**src/rtl/core_defs_pkg.sv**
```systemverilog
// Shared RV32I decode definitions: opcode constants, ALU operation encoding,
// the canonical NOP instruction, and the ID/EX pipeline register layout.
package core_defs;

    localparam logic [6:0] OPC_LUI      = 7'b0110111;
    localparam logic [6:0] OPC_AUIPC    = 7'b0010111;
    localparam logic [6:0] OPC_JAL      = 7'b1101111;
    localparam logic [6:0] OPC_JALR     = 7'b1100111;
    localparam logic [6:0] OPC_BRANCH   = 7'b1100011;
    localparam logic [6:0] OPC_LOAD     = 7'b0000011;
    localparam logic [6:0] OPC_STORE    = 7'b0100011;
    localparam logic [6:0] OPC_OP_IMM   = 7'b0010011;
    localparam logic [6:0] OPC_OP       = 7'b0110011;
    localparam logic [6:0] OPC_MISC_MEM = 7'b0001111;

    // addi x0, x0, 0
    localparam logic [31:0] NOP_INST = 32'h0000_0013;

    typedef enum logic [3:0] {
        AluAdd   = 4'd0,
        AluSub   = 4'd1,
        AluSll   = 4'd2,
        AluSlt   = 4'd3,
        AluSltu  = 4'd4,
        AluXor   = 4'd5,
        AluSrl   = 4'd6,
        AluSra   = 4'd7,
        AluOr    = 4'd8,
        AluAnd   = 4'd9,
        AluPassb = 4'd10
    } alu_op_e;

    typedef struct packed {
        logic        valid;
        logic [31:0] pc;
        logic [31:0] rs1_data;
        logic [31:0] rs2_data;
        logic [31:0] imm;
        logic [4:0]  rd;
        logic        rd_we;
        alu_op_e     alu_op;
        logic        alu_src_imm;
        logic [2:0]  funct3;
        logic        is_load;
        logic        is_store;
        logic        is_branch;
        logic        is_jal;
        logic        is_jalr;
        logic        is_auipc;
        logic        illegal;
    } id_ex_t;

    // ALU op for OP / OP-IMM; alt selects SUB/SRA (instruction bit 30).
    function automatic alu_op_e alu_op_of(input logic [2:0] funct3, input logic alt);
        case (funct3)
            3'd0:    return alt ? AluSub : AluAdd;
            3'd1:    return AluSll;
            3'd2:    return AluSlt;
            3'd3:    return AluSltu;
            3'd4:    return AluXor;
            3'd5:    return alt ? AluSra : AluSrl;
            3'd6:    return AluOr;
            default: return AluAnd;
        endcase
    endfunction

endpackage

```
**src/rtl/regfile.sv**
```systemverilog
// 32x32 integer register file: two asynchronous read ports, one synchronous
// write port. x0 always reads zero and ignores writes. With BYPASS=1 a write
// in progress is forwarded to a read of the same register in the same cycle.
// Ports: clk; raddr1/rdata1, raddr2/rdata2 read ports; we/waddr/wdata write.
module regfile #(
    parameter bit BYPASS = 1'b1
) (
    input  logic        clk,
    input  logic [4:0]  raddr1,
    output logic [31:0] rdata1,
    input  logic [4:0]  raddr2,
    output logic [31:0] rdata2,
    input  logic        we,
    input  logic [4:0]  waddr,
    input  logic [31:0] wdata
);

    logic [31:0] mem [32];

    always_ff @(posedge clk) begin
        if (we && (waddr != 5'd0)) begin
            mem[waddr] <= wdata;
        end
    end

    always_comb begin
        rdata1 = mem[raddr1];
        rdata2 = mem[raddr2];
        if (BYPASS && we && (waddr != 5'd0)) begin
            if (raddr1 == waddr) rdata1 = wdata;
            if (raddr2 == waddr) rdata2 = wdata;
        end
        if (raddr1 == 5'd0) rdata1 = 32'd0;
        if (raddr2 == 5'd0) rdata2 = 32'd0;
    end

endmodule

```
**src/rtl/idu.sv**
```systemverilog
// Instruction decode unit. Decodes RV32I from de_inst, reads operands from
// the owned register file, detects load-use hazards (id_stall, combinational)
// and registers the decoded instruction into the ID/EX boundary (ex_*).
// Ports: clk, rst_n (async active-low); de_valid/de_pc/de_inst from IF/ID;
// ex_flush from EX; wb_we/wb_rd/wb_data write-back; id_stall; ex_* to EX.
module idu
    import core_defs::*;
#(
    parameter logic [31:0] NOP_INST  = core_defs::NOP_INST,
    parameter bit          WB_BYPASS = 1'b1
) (
    input  logic        clk,
    input  logic        rst_n,
    input  logic        de_valid,
    input  logic [31:0] de_pc,
    input  logic [31:0] de_inst,
    input  logic        ex_flush,
    input  logic        wb_we,
    input  logic [4:0]  wb_rd,
    input  logic [31:0] wb_data,
    output logic        id_stall,
    output logic        ex_valid,
    output logic [31:0] ex_pc,
    output logic [31:0] ex_rs1_data,
    output logic [31:0] ex_rs2_data,
    output logic [31:0] ex_imm,
    output logic [4:0]  ex_rd,
    output logic        ex_rd_we,
    output logic [3:0]  ex_alu_op,
    output logic        ex_alu_src_imm,
    output logic [2:0]  ex_funct3,
    output logic        ex_is_load,
    output logic        ex_is_store,
    output logic        ex_is_branch,
    output logic        ex_is_jal,
    output logic        ex_is_jalr,
    output logic        ex_is_auipc,
    output logic        ex_illegal
);

    // FENCE is substituted by the NOP encoding before decode.
    logic [31:0] inst;
    assign inst = (de_inst[6:0] == OPC_MISC_MEM && de_inst[14:12] == 3'd0) ? NOP_INST : de_inst;

    logic [6:0] opcode;
    logic [4:0] rd, rs1, rs2;
    logic [2:0] funct3;
    logic [6:0] funct7;
    assign opcode = inst[6:0];
    assign rd     = inst[11:7];
    assign funct3 = inst[14:12];
    assign rs1    = inst[19:15];
    assign rs2    = inst[24:20];
    assign funct7 = inst[31:25];

    logic [31:0] imm_i, imm_s, imm_b, imm_u, imm_j;
    assign imm_i = {{20{inst[31]}}, inst[31:20]};
    assign imm_s = {{20{inst[31]}}, inst[31:25], inst[11:7]};
    assign imm_b = {{19{inst[31]}}, inst[31], inst[7], inst[30:25], inst[11:8], 1'b0};
    assign imm_u = {inst[31:12], 12'd0};
    assign imm_j = {{11{inst[31]}}, inst[31], inst[19:12], inst[20], inst[30:21], 1'b0};

    logic [31:0] rs1_data, rs2_data;

    regfile #(
        .BYPASS (WB_BYPASS)
    ) u_regfile (
        .clk    (clk),
        .raddr1 (rs1),
        .rdata1 (rs1_data),
        .raddr2 (rs2),
        .rdata2 (rs2_data),
        .we     (wb_we),
        .waddr  (wb_rd),
        .wdata  (wb_data)
    );

    id_ex_t dec;
    id_ex_t id_ex_d, id_ex_q;
    logic   writes_rd, rs1_used, rs2_used;

    always_comb begin
        dec          = '0;
        dec.valid    = de_valid;
        dec.pc       = de_pc;
        dec.rs1_data = rs1_data;
        dec.rs2_data = rs2_data;
        dec.rd       = rd;
        dec.funct3   = funct3;
        dec.alu_op   = AluAdd;
        writes_rd    = 1'b0;
        rs1_used     = 1'b0;
        rs2_used     = 1'b0;
        case (opcode)
            OPC_LUI: begin
                writes_rd = 1'b1; dec.alu_op = AluPassb; dec.alu_src_imm = 1'b1; dec.imm = imm_u;
            end
            OPC_AUIPC: begin
                writes_rd = 1'b1; dec.is_auipc = 1'b1; dec.alu_src_imm = 1'b1; dec.imm = imm_u;
            end
            OPC_JAL: begin
                writes_rd = 1'b1; dec.is_jal = 1'b1; dec.alu_src_imm = 1'b1; dec.imm = imm_j;
            end
            OPC_JALR: begin
                writes_rd = 1'b1; dec.is_jalr = 1'b1; dec.alu_src_imm = 1'b1; dec.imm = imm_i;
                rs1_used = 1'b1;
                dec.illegal = (funct3 != 3'd0);
            end
            OPC_BRANCH: begin
                dec.is_branch = 1'b1; dec.alu_op = AluSub; dec.imm = imm_b;
                rs1_used = 1'b1; rs2_used = 1'b1;
                dec.illegal = (funct3[2:1] == 2'b01);
            end
            OPC_LOAD: begin
                writes_rd = 1'b1; dec.is_load = 1'b1; dec.alu_src_imm = 1'b1; dec.imm = imm_i;
                rs1_used = 1'b1;
                dec.illegal = (funct3 == 3'd3) || (funct3[2:1] == 2'b11);
            end
            OPC_STORE: begin
                dec.is_store = 1'b1; dec.alu_src_imm = 1'b1; dec.imm = imm_s;
                rs1_used = 1'b1; rs2_used = 1'b1;
                dec.illegal = (funct3 > 3'd2);
            end
            OPC_OP_IMM: begin
                writes_rd = 1'b1; dec.alu_src_imm = 1'b1; dec.imm = imm_i;
                rs1_used = 1'b1;
                // Only shifts carry a funct7 field; bit 30 selects SRAI.
                dec.alu_op = alu_op_of(funct3, (funct3 == 3'd5) && inst[30]);
                dec.illegal = ((funct3 == 3'd1) && (funct7 != 7'h00)) ||
                              ((funct3 == 3'd5) && (funct7 != 7'h00) && (funct7 != 7'h20));
            end
            OPC_OP: begin
                writes_rd = 1'b1;
                rs1_used = 1'b1; rs2_used = 1'b1;
                dec.alu_op = alu_op_of(funct3, inst[30]);
                dec.illegal = (funct7 != 7'h00) &&
                              !((funct7 == 7'h20) && ((funct3 == 3'd0) || (funct3 == 3'd5)));
            end
            default: dec.illegal = 1'b1;  // includes MISC-MEM other than FENCE
        endcase
        if (dec.illegal) begin
            writes_rd     = 1'b0;
            dec.is_load   = 1'b0;
            dec.is_store  = 1'b0;
            dec.is_branch = 1'b0;
            dec.is_jal    = 1'b0;
            dec.is_jalr   = 1'b0;
            dec.is_auipc  = 1'b0;
        end
        dec.rd_we = writes_rd && (rd != 5'd0);
    end

    assign id_stall = id_ex_q.valid && id_ex_q.is_load && id_ex_q.rd_we &&
                      ((rs1_used && (id_ex_q.rd == rs1)) || (rs2_used && (id_ex_q.rd == rs2))) &&
                      de_valid && !ex_flush;

    // Flush and stall both insert an all-zero bubble.
    assign id_ex_d = (ex_flush || id_stall) ? '0 : dec;

    always_ff @(posedge clk or negedge rst_n) begin
        if (!rst_n) begin
            id_ex_q <= '0;
        end else begin
            id_ex_q <= id_ex_d;
        end
    end

    assign ex_valid       = id_ex_q.valid;
    assign ex_pc          = id_ex_q.pc;
    assign ex_rs1_data    = id_ex_q.rs1_data;
    assign ex_rs2_data    = id_ex_q.rs2_data;
    assign ex_imm         = id_ex_q.imm;
    assign ex_rd          = id_ex_q.rd;
    assign ex_rd_we       = id_ex_q.rd_we;
    assign ex_alu_op      = id_ex_q.alu_op;
    assign ex_alu_src_imm = id_ex_q.alu_src_imm;
    assign ex_funct3      = id_ex_q.funct3;
    assign ex_is_load     = id_ex_q.is_load;
    assign ex_is_store    = id_ex_q.is_store;
    assign ex_is_branch   = id_ex_q.is_branch;
    assign ex_is_jal      = id_ex_q.is_jal;
    assign ex_is_jalr     = id_ex_q.is_jalr;
    assign ex_is_auipc    = id_ex_q.is_auipc;
    assign ex_illegal     = id_ex_q.illegal;

endmodule

```
**config.mk**
```make
export PLATFORM = sky130hd
export DESIGN_NAME = idu
export DESIGN_NICKNAME = d
export VERILOG_FILES = /design/src/rtl/core_defs_pkg.sv /design/src/rtl/regfile.sv /design/src/rtl/idu.sv
export SDC_FILE = /design/constraint.sdc
export NUM_CORES = 2
export LEC_CHECK = 0
export BUFFER_PORTS_ARGS = -buffer_cell sky130_fd_sc_hd__buf_2
export CORE_MARGIN = 2
export CORE_UTILIZATION = 45
export DETAILED_ROUTE_END_ITERATION = 10
export PLACE_DENSITY_LB_ADDON = 0.12
export SLEW_MARGIN = 20
export SYNTH_ARGS = -nofsm -noshare
export SYNTH_HDL_FRONTEND = slang
export SYNTH_SLANG_ARGS = --single-unit
```
**constraint.sdc**
```tcl
create_clock -name clk -period 3.8 [get_ports clk]
set_input_delay 0.76 -clock clk [delete_from_list [all_inputs] [get_ports clk]]
set_output_delay 0.76 -clock clk [all_outputs]
set_load 0.05 [all_outputs]
```
==> impl_metrics.toml <==
[yosys]
synthTopCellsByCount = "edfxtp_1, clkbuf_1, nor2_1"
syn_area_per_cell_um2 = 13.8
ys_ff_latch = 1174
synth_edf_count = 1024
synthFlopType = "edfxtp_1"
synth-seq-area-share_pct = 63.3
synth.most_common_cell = "edfxtp_1"
synth.area.top_cells = "edfxtp_1, dfrtp_1, mux4_2"
yosysTopAreaCellShare_pct = 56.4
ys_async_sr_fraction_pct = 12.8
post-synth-top-area-cell = "edfxtp_1"
ys_types = 75
synth_cells = 3950
synthesis.area_um2 = 54500
yosysWarnings = 0

[clock_network]
clk_latency_ns = 0.75
clk_pin_slew_ns = 0.06
cts_buffer_depth = 3
clkSinkCount = 1174
clockRootBuffer = "clkbuf_16"
cts_buffers = 132
cts_resized = 0
cts_tree = "built"
htree_levels = 4

[place]
hpwl_mm = 126
place_congestion = 0.911
place_inst = 5704
portBuffers = 256

[setup_path]
critPathTopFamily = "simple AND/OR/NAND/NOR gates"
max_stage_delay_ns = 0.49
worstPathCellList = "or2_2 -> nor4_1 -> o211ai_1 -> a21oi_4 -> and2_1 -> buf_2"
worstSetupPathType = "reg -> out"
required_ns = 3.04
end_kind = "output port"
rrSetupSlack_ns = 1.31
path_depth = 6
r2r_start = "ex_rd[3]"
reg2reg_depth = 7
crit_path_start_kind = "register"
crit_arrival_ns = 2.78
worst-path-buf-inv = 1
endpoint = "id_stall"
slowest_stage = "dfrtp_1"
critPathLaunch = "ex_rd[3]"
timing.rr.end = "ex_rs1_data[8]"
cp_max_fo = 6

[routing]
vias = 41178
wl_per_cell_um = 35.6
totalWireLength_mm = 212
firstDrtPassIters = 9
drc = 0
ant_nets = 0
drt_iter0_markers = 6418
via_per_inst = 6.92

[die]
io_pins = 257
die_h_um = 352
die_area_um2 = 124000
core_um2 = 120000
rows = 127
initial_utilization_pct = 45.4
dieWidth_um = 352

[global_routing]
grt_max_degree = 105
grt_pass1_vias = 39748
grt_antenna_before_repair = 13
overflow = 0
grt_pass1_wl_mm = 297
grtUsageTotal_pct = 33.4

[power_and_ir_drop]
leakagePower_uw = 0.0224
power_switching_uw = 7710
pwr-share-comb_pct = 10.5
p_seq_share_pct = 47.3
power_density_nw_per_um2 = 479
p_int_uw = 22900
ir_drop_v = 0.000498
switching_share_pct = 25.2
p_clk_share_pct = 42.2

[sta]
holdWs_ns = 0.212
min_period_ns = 3.54
fin_tns_setup_ns = 0
tightest_slew_ns = 0.929
hold_viol = 0
maxSlewHeadroom_pct = 38.1
timing.fmax_ghz = 0.282
post-route-period-util_pct = 93.3
drv_slew = 0
setup_violations = 0
finalClockSkew_ns = 0.0358
rsz0062_at_grt = "no"

[final_layout]
final_cells = 5949
syn_to_final_growth_pct = 17.3
nFillCells = 10111
drive_above_1_share_pct = 23.5
nNetsFinal = 4333

[hold_path]
hp-class = "in -> reg"

[flow_run]
cap_viol_max_count = 0

[status]
status = "finished clean"
[layer usage]
metal,vias to the layer above,wire length (µm),track usage [%]
li1,16665,-,-
met1,21057,85000,46.9
met2,2984,93900,50.2
met3,468,23700,7.46
met4,4,8940,13.6
met5,-,87,0.462
[through the flow]
| stage | area [µm²] | total power [µW] | worst slack [ns] | utilization (%) |
|---|---|---|---|---|
| global route | 64000 | 31400 | 0.123 | 53.3 |
| detailed placement | 59600 | 17900 | 0.170 | 49.6 |
| finish | 64000 | 30600 | 0.256 | 53.3 |
| floorplan | 54600 | 16400 | 0.0721 | - |
| CTS | 64000 | 30700 | 0.235 | 53.2 |
| global placement | 59600 | 17900 | 0.166 | 49.6 |
[how the worst min path moves through the flow]
| stage | start | to | depth (start not counted) | slack (ns) |
|---|---|---|---|---|
| 2_1_floorplan | rst_n | ex_alu_op[0] | 0 | 0.46 |
| 3_3_place_gp | rst_n | ex_pc[0] | 1 | 0.78 |
| 3_5_place_dp | rst_n | ex_imm[14] | 1 | 0.78 |
| 4_1_cts | de_pc[15] | ex_pc[15] | 3 | 0.18 |
| 5_1_grt | de_pc[0] | ex_pc[0] | 3 | 0.20 |
| 6_report | de_pc[0] | ex_pc[0] | 3 | 0.21 |
[cells by family (layout without fill, tap and decap cells)]
kind of cell | count (synthesis) | in the layout | synth area share (%)
other | 1 | 33 | 0.00688
buffers and inverters | 490 | 845 | 3.58
flip-flops | 1174 | 1174 | 63.3
AND/OR/NAND/NOR | 645 | 645 | 5.98
multiplexers | 480 | 480 | 11.4
XOR/XNOR | 9 | 9 | 0.145
AO/OA/AOI/OAI | 1151 | 1151 | 15.6
[flip-flops by register name (all words and copies together), names as in the netlist]
name            flops
ex_illegal          1
ex_alu_op           4
ex_rs1_data        32
ex_is_load          1
ex_rd_we            1
ex_is_jalr          1
ex_pc              32
ex_alu_src_imm      1
ex_funct3           3
ex_is_auipc         1
ex_is_store         1
ex_valid            1
ex_is_jal           1
ex_imm             32
u_regfile.mem    1024
ex_rs2_data        32
ex_is_branch        1
ex_rd               5
[timing repair]
action | in CTS | in global routing
hold buffers | 1 | 0
buffers inserted | 0 | 0
hold endpoints to repair | 57 | 0
[tightest hold or removal path: stages]
cell and delay (ns):
buf_2 0.10, inv_1 0.04, nor2_1 0.03
[power by group through the flow]
stage                     clock network [µW]  logic, µW  registers [µW]
after CTS                              13100       3150           14500
after global routing                   13600       3330           14500
after global placement                     0       3130           14800
final                                  12900       3210           14500
after floorplan                            0       1410           15000
after detailed placement                   0       3140           14700
[placed cells by master, fill, tap and decap left out, types with 11 or more instances in the layout]
cell | Yosys | layout
clkinv_1 | 0 | 22
a41o_1 | 31 | 31
buf_12 | 0 | 67
nand3_1 | 20 | 20
o211ai_1 | 225 | 225
dfrtp_1 | 150 | 150
a21oi_1 | 145 | 144
buf_2 | 75 | 250
o32ai_1 | 32 | 32
a222oi_1 | 32 | 32
a31oi_1 | 51 | 44
nor3b_1 | 32 | 32
a221oi_1 | 95 | 95
nor4_1 | 130 | 130
clkbuf_8 | 0 | 11
conb_1 | 1 | 32
nor2_4 | 0 | 33
clkbuf_1 | 261 | 32
inv_1 | 108 | 107
buf_4 | 5 | 170
clkbuf_16 | 0 | 135
clkinv_2 | 0 | 17
a2bb2oi_1 | 63 | 63
mux2_2 | 158 | 158
o221ai_1 | 33 | 33
o21a_1 | 32 | 32
o22a_1 | 95 | 95
nor3_1 | 19 | 19
edfxtp_1 | 1024 | 1024
o22ai_1 | 135 | 135
a22oi_1 | 38 | 38
o21ai_0 | 82 | 82
nand2_1 | 114 | 112
nand4_1 | 38 | 38
mux2i_1 | 222 | 222
nor2_1 | 230 | 197
bufinv_16 | 0 | 13
o311ai_0 | 33 | 33
mux4_2 | 99 | 99
[cell type report]
class / instances / area [µm²] / share of cell area (%)
repair buffers: 493 / 3950 / 6.18
inverters: 109 / 412 / 0.643
clock buffers: 177 / 3640 / 5.68
well taps: 1612 / 2020 / 3.15
clock inverters: 66 / 719 / 1.12
multi-input cells: 2317 / 18700 / 29.3
diodes: 1 / 2.50 / 0.00391
flip-flops and latches: 1174 / 34500 / 53.9
Power figures use the tool's default switching activity.
